### src/rtl/mem_arbiter.sv
// mem_arbiter: two-port round-robin arbiter in front of one bram_controller port.
// The winning request is registered onto the shared s_* port. The response goes
// back only to the master that owns the transaction. A watchdog aborts a
// transaction that the slave never completes.
module mem_arbiter #(
    parameter int TIMEOUT = 255
) (
    input  logic        clk,
    input  logic        reset,

    input  logic        m0_valid,
    input  logic [31:0] m0_addr,
    input  logic [31:0] m0_wdata,
    input  logic [3:0]  m0_wstrb,
    output logic        m0_ready,
    output logic [31:0] m0_rdata,

    input  logic        m1_valid,
    input  logic [31:0] m1_addr,
    input  logic [31:0] m1_wdata,
    input  logic [3:0]  m1_wstrb,
    output logic        m1_ready,
    output logic [31:0] m1_rdata,

    output logic        s_valid,
    output logic [31:0] s_addr,
    output logic [31:0] s_wdata,
    output logic [3:0]  s_wstrb,
    input  logic        s_ready,
    input  logic [31:0] s_rdata,

    output logic        timeout_err
);

    // The counter is at least 8 bits wide and grows if TIMEOUT needs more.
    localparam int WD_W = (TIMEOUT > 255) ? $clog2(TIMEOUT + 1) : 8;
    // Count value on the last BUSY edge before the transaction is aborted.
    localparam logic [WD_W-1:0] WD_LAST = WD_W'(TIMEOUT - 1);
    localparam logic [31:0] ABORT_DATA = 32'hDEADBEEF;

    typedef enum logic [1:0] {
        IDLE,
        BUSY,
        RESP
    } state_t;

    state_t          state;
    logic            owner;
    logic            last_grant;
    logic [WD_W-1:0] wd_cnt;
    logic            pick;

    // Winner for a grant in IDLE: the lone requester, or on a tie the master that was not served last.
    always_comb begin
        pick = m1_valid;
        if (m0_valid && m1_valid) begin
            pick = ~last_grant;
        end
    end

    // Arbitration FSM. It drives all registered outputs, including the shared port and the response pulses.
    always_ff @(posedge clk or posedge reset) begin
        if (reset) begin
            state       <= IDLE;
            owner       <= 1'b0;
            last_grant  <= 1'b1;
            wd_cnt      <= '0;
            s_valid     <= 1'b0;
            s_addr      <= '0;
            s_wdata     <= '0;
            s_wstrb     <= '0;
            m0_ready    <= 1'b0;
            m1_ready    <= 1'b0;
            m0_rdata    <= '0;
            m1_rdata    <= '0;
            timeout_err <= 1'b0;
        end else begin
            case (state)
                IDLE: begin
                    if (m0_valid || m1_valid) begin
                        owner   <= pick;
                        s_addr  <= pick ? m1_addr  : m0_addr;
                        s_wdata <= pick ? m1_wdata : m0_wdata;
                        s_wstrb <= pick ? m1_wstrb : m0_wstrb;
                        s_valid <= 1'b1;
                        wd_cnt  <= '0;
                        state   <= BUSY;
                    end
                end

                BUSY: begin
                    if (s_ready) begin
                        s_valid    <= 1'b0;
                        last_grant <= owner;
                        state      <= RESP;
                        if (owner) begin
                            m1_rdata <= s_rdata;
                            m1_ready <= 1'b1;
                        end else begin
                            m0_rdata <= s_rdata;
                            m0_ready <= 1'b1;
                        end
                    end else begin
                        wd_cnt <= wd_cnt + WD_W'(1);
                        if ((TIMEOUT != 0) && (wd_cnt == WD_LAST)) begin
                            s_valid     <= 1'b0;
                            timeout_err <= 1'b1;
                            last_grant  <= owner;
                            state       <= RESP;
                            if (owner) begin
                                m1_rdata <= ABORT_DATA;
                                m1_ready <= 1'b1;
                            end else begin
                                m0_rdata <= ABORT_DATA;
                                m0_ready <= 1'b1;
                            end
                        end
                    end
                end

                RESP: begin
                    m0_ready    <= 1'b0;
                    m1_ready    <= 1'b0;
                    timeout_err <= 1'b0;
                    state       <= IDLE;
                end

                default: begin
                    state <= IDLE;
                end
            endcase
        end
    end

endmodule

### config.mk
export PLATFORM = sky130hd
export DESIGN_NAME = mem_arbiter
export DESIGN_NICKNAME = d
export VERILOG_FILES = /design/src/rtl/mem_arbiter.sv
export SDC_FILE = /design/constraint.sdc
export NUM_CORES = 1
export LEC_CHECK = 0
export ABC_AREA = 1
export BUFFER_PORTS_ARGS = -buffer_cell sky130_fd_sc_hd__buf_2
export CORE_ASPECT_RATIO = 1.25
export CORE_MARGIN = 2
export CORE_UTILIZATION = 47
export DETAILED_ROUTE_END_ITERATION = 16
export GPL_ROUTABILITY_DRIVEN = 1
export HOLD_SLACK_MARGIN = 0.05
export PLACE_DENSITY = 0.91
export SLEW_MARGIN = 20
export SYNTH_ARGS = -nofsm -noshare
export SYNTH_HDL_FRONTEND = slang
export SYNTH_SLANG_ARGS = --single-unit
### constraint.sdc
create_clock -name clk -period 7.6 [get_ports clk]
set_input_delay 1.9 -clock clk [delete_from_list [all_inputs] [get_ports clk]]
set_output_delay 1.9 -clock clk [all_outputs]
set_load 0.02 [all_outputs]
Word-level counts from Yosys, hierarchy flattened. Cells that the tools add are included.

Add/sub/neg operators: 1. Equality and inequality tests: 7. Muxes and demuxes: 36. Bitwise operators: 2. Reduce and logical (&&, ||, !) cells: 15.

Operator list (count): 32-bit two-way mux (10); 8-bit two-way mux (2); 8-bit case mux with 2 select lines (1); 3-bit AND reduction (5); 1-bit two-way mux (14); 8-bit by 1-bit adder with 8-bit output, second input constant (1); 8-bit equality test, second input constant (1); 1-bit case mux with 2 select lines (4); 2-bit AND reduction (4); 2-bit two-way mux (3); 2-bit inequality test, second input constant (3); 2-bit nonzero test (3); 4-bit two-way mux (1); 2-bit case mux with 2 select lines (1); 3-bit inequality test, second input constant (1); 2-bit by 1-bit equality test with 1-bit output, second input constant (1); 2-bit equality test, second input constant (1); 2-bit logical NOT (1); 1-bit inverter (2); 1-bit logical AND (1); 1-bit logical OR (1).

Register bits after elaboration: 148. Input port bits: 173. Output and inout port bits: 136. Word-level logic and storage cells: 74.

Logic depth before layout (Yosys ltp).
Depth in word-level cells: 4. Gate-level depth with buffers: 10. Depth with buffers taken out: 9.

Worst setup path after synthesis. OpenSTA, ideal clock, no wires.

Path type: input-to-reg. From: input s_ready. To: register m0_rdata[21]. Setup time: 0.117 ns. Arrival: 2.743 ns. Data required time: 7.483 ns. Path slack: 4.740 ns. Stages on the path: 6. Buffers on the path: 2. Cell sequence: buf_2 inv_1 clkbuf_1 or2_2 nand4_1 nand2_1.

Word-level cells in the longest chain between the ends: 2. Elaborated cells between the ends (all ways): 3. Those cells by class: 1 x mux; 2 x reduce/logical.

Ends and longest elaborated chain: start, declared (RTL line 29) `input logic s_ready,`; 2-bit nonzero test (no line); 3-bit AND reduction (no line); end signal, assigned (RTL line 100) `m0_rdata <= s_rdata;`; end, declared (RTL line 16) `output logic [31:0] m0_rdata,`.

Parallel ways exist; a longest one is shown, timed or not. A chain may end at the register's enable or synchronous reset.

Worst setup path in the final report.
From: input s_ready. To: register m1_rdata[31].

Word-level cells in the longest chain between the ends: 2. Elaborated cells between the ends (all ways): 3. Those cells by class: 1 x mux; 2 x reduce/logical.

Ends and longest elaborated chain: 2-bit nonzero test (no line); 3-bit AND reduction (no line); end signal, assigned (RTL line 97) `m1_rdata <= s_rdata;`; end, declared (RTL line 23) `output logic [31:0] m1_rdata,`.

Parallel ways exist; a longest one is shown, timed or not.

==> summary.txt <==
Cell area power density: 460 nW/um2
Layout area overhead: 30.7%
Crit-path max cell delay: 0.55 ns
Fin. Hold Viols: 0
DRC Markers: 0
Largest cells by area after synthesis: dfrtp_1, nand2_1, o21ai_0
Max_slew headroom: 0.270
Final setup vio count: 0
Dpl ws: 3.60 ns
CP max FO: 52
Pins Over Slew Limit: 0
I/O pins: 309
Vias per cell: 5.36
Worst EP required: 7.91 ns
Worst path arrival time: 3.97 ns
Post-CTS Hold Buffers: 0
Final core occ: 0.624
Status: completed
Hold Path Class: flop to flop
Pleak: 4.72 nW
Yosys warns: 0
CTS tree: done
Syn Area/Cell: 8.39 um2
PostCTS Resize Cnt: 0
Largest net degree at the start of global routing: 76
Worst Slack Setup Final: 3.94 ns
Num Clock Sinks: 148
Yosys reg bits: 148
Count of different cell masters after synthesis: 26
FP Rows: 49
Worst-Margin Slew: 1.09 ns
Top cell type's share of synthesized area: 0.539
Sequential fraction of the synthesis area: 0.543
Mapped cell area: 6820 um2
IO Port Bufs: 308
First-pass GRT wire length: 32100 um
1st-iter DRT viols: 671
Synth Net Count: 991
Most used DFF post-synth: dfrtp_1
Vias: 6856
GP Congestion: 0.851
Crit start category: input port
Crit path kind: input port to flop
Total gr overflow: 0
Total CTS buffers: 17
Starting Density: 0.477
Clk slew on worst S/H paths: 0.07 ns
Worst path bufs/invs: 2
HPWL Detailed: 14500 um
CP cell instances: buf_2 > inv_1 > nand2_4 > nand3_4 > nand2_1 > nand2_1
VDD IR-drop max: 0.319 mV
Period utilisation layout: 0.482
RSZ-0062 raised after global routing: no
Mapped Cells: 813
Ys async rst share: 1.00
Clk_lat worst skew: 0.43 ns
H-tree levels: 4
Fmax: 0.273 GHz
Gr usage total: 0.262
Router iterations before antenna repair: 5
Most common cell in the synthesized netlist: nand2_1
Crit end category: flop
Final nets: 1265
Area of the die: 15500 um2
ANT nets after route: 0
Largest area contributor in the netlist: dfrtp_1
Root Buffer: clkbuf_16
Vias in the first global route: 6233
EDFF count, synth: 0
FF+latch area: 3700 um2
Clk buf depth: 2
Worst clock skew: 0.0169 ns
CP max-delay cell: nand2_4
Min cycle time layout: 3.66 ns
Synth cell count leaders: nand2_1, dfrtp_1, o21ai_0
Die height: 139 um
Chip width: 112 um
Fin Setup TNS: 0 ns
Initial antenna violation count: 1
Layout cells sized above 1: 0.347
Fillers: 1172
Cell mode on critical path: nand2_1
Footprint of the multi-input gates: 2740 um2
Routed WL per cell: 16.0 um
Design Power: 4.10 mW
Setup bufs post-CTS: 0
Maximum capacitance violations: 0
Critical path's top delay family: simple AND/OR/NAND/NOR gates
Core footprint: 14300 um2
Routed WL: 20500 um
-- sequential cells by signal (all words and copies together) (netlist names), 2 cells and up --
| name | cells |
|---|---|
| s_wdata | 32 |
| m1_rdata | 32 |
| state | 2 |
| s_addr | 32 |
| s_wstrb | 4 |
| m0_rdata | 32 |
| wd_cnt | 8 |
-- layout by cell type (no fill, tap or decap), types with 2 or more instances in the layout --
| cell | synthesis | routed |
|---|---|---|
| buf_2 | 22 | 308 |
| nand2_1 | 239 | 239 |
| dfrtp_1 | 147 | 147 |
| o21ai_0 | 127 | 127 |
| nor2_1 | 81 | 81 |
| nand4_1 | 67 | 67 |
| or2_2 | 26 | 26 |
| inv_1 | 19 | 18 |
| clkbuf_16 | 0 | 17 |
| o21ai_1 | 16 | 16 |
| nand3_1 | 14 | 14 |
| inv_6 | 0 | 7 |
| buf_4 | 4 | 5 |
| ha_1 | 5 | 4 |
| clkinvlp_4 | 0 | 4 |
| nand3_4 | 2 | 2 |
| clkinv_2 | 0 | 2 |
| a21oi_1 | 2 | 2 |
| inv_8 | 0 | 2 |
-- power breakdown --
group / internal (mW) / switching (mW) / total [mW] / leakage, nW
logic: 0.565 / 1.32 / 1.88 / 2.63
registers: 1.17 / 0.210 / 1.38 / 1.81
clock network: 0.469 / 0.363 / 0.832 / 0.275
-- per-stage QoR --
| step | hold slack (ns) | cell area, um2 | std cells |
|---|---|---|---|
| finish | 0.464 | 8910 | 1279 |
| floorplan | 0.450 | 6820 | 813 |
| CTS | 0.468 | 8910 | 1278 |
| global route | 0.490 | 8910 | 1278 |
| global placement | 0.449 | 8330 | 1246 |
| detailed placement | 0.453 | 8330 | 1246 |
-- kinds of logic (layout without fill, tap and decap cells) --
logic type | after synthesis | in the layout | share of synthesized area
simple gates | 433 | 433 | 0.281
other cells | 0 | 1 | 0
fa+ha+maj | 5 | 5 | 0.00917
flops | 148 | 148 | 0.543
compound gates | 148 | 148 | 0.110
buf+inv | 79 | 366 | 0.0565
-- routing by layer --
| metal | GRT usage | vias up | wire [um] |
|---|---|---|---|
| met5 | 0 | - | 0 |
| met4 | 0.110 | 0 | 581 |
| met3 | 0.0726 | 44 | 2070 |
| met2 | 0.417 | 386 | 9830 |
| met1 | 0.338 | 3171 | 8040 |
| li1 | - | 3255 | - |
-- final timing paths --
path,endpoint,cells after the start,slack [ns],from
min reg2reg,m0_rdata[9]$_DFFE_PP0P_,2,0.46,m0_rdata[9]$_DFFE_PP0P_
min in group asynchronous,s_addr[3]$_DFFE_PP0P_,2,1.58,reset
min,m0_rdata[9]$_DFFE_PP0P_,2,0.46,m0_rdata[9]$_DFFE_PP0P_
max in group asynchronous,m1_rdata[28]$_DFFE_PP0P_,3,4.59,reset
max reg2reg,wd_cnt[4]$_DFFE_PP0P_,8,5.26,state[1]$_DFFE_PP0P_
max,m1_rdata[31]$_DFFE_PP0P_,6,3.94,s_ready
-- final cells by class --
class	count	share of cell area
Timing Repair Buffer	313	0.177
Clock buffer	18	0.0493
Multi-Input combinational cell	586	0.307
Antenna cell	1	0.000281
Inverter	21	0.00955
Tap cell	178	0.0250
Sequential cell	148	0.416
Clock inverter	14	0.0157
-- worst register-to-register path: cells and delay by family (launching register included) --
| family | cells | cell delay (ns) |
|---|---|---|
| AO/OA/AOI/OAI | 2 | 0.27 |
| adder cells (fa/ha/maj) | 1 | 0.40 |
| buffers and inverters | 3 | 0.83 |
| AND/OR/NAND/NOR | 2 | 0.33 |
| flip-flops | 1 | 0.40 |
Note: power is estimated with default switching activity, not from simulation.
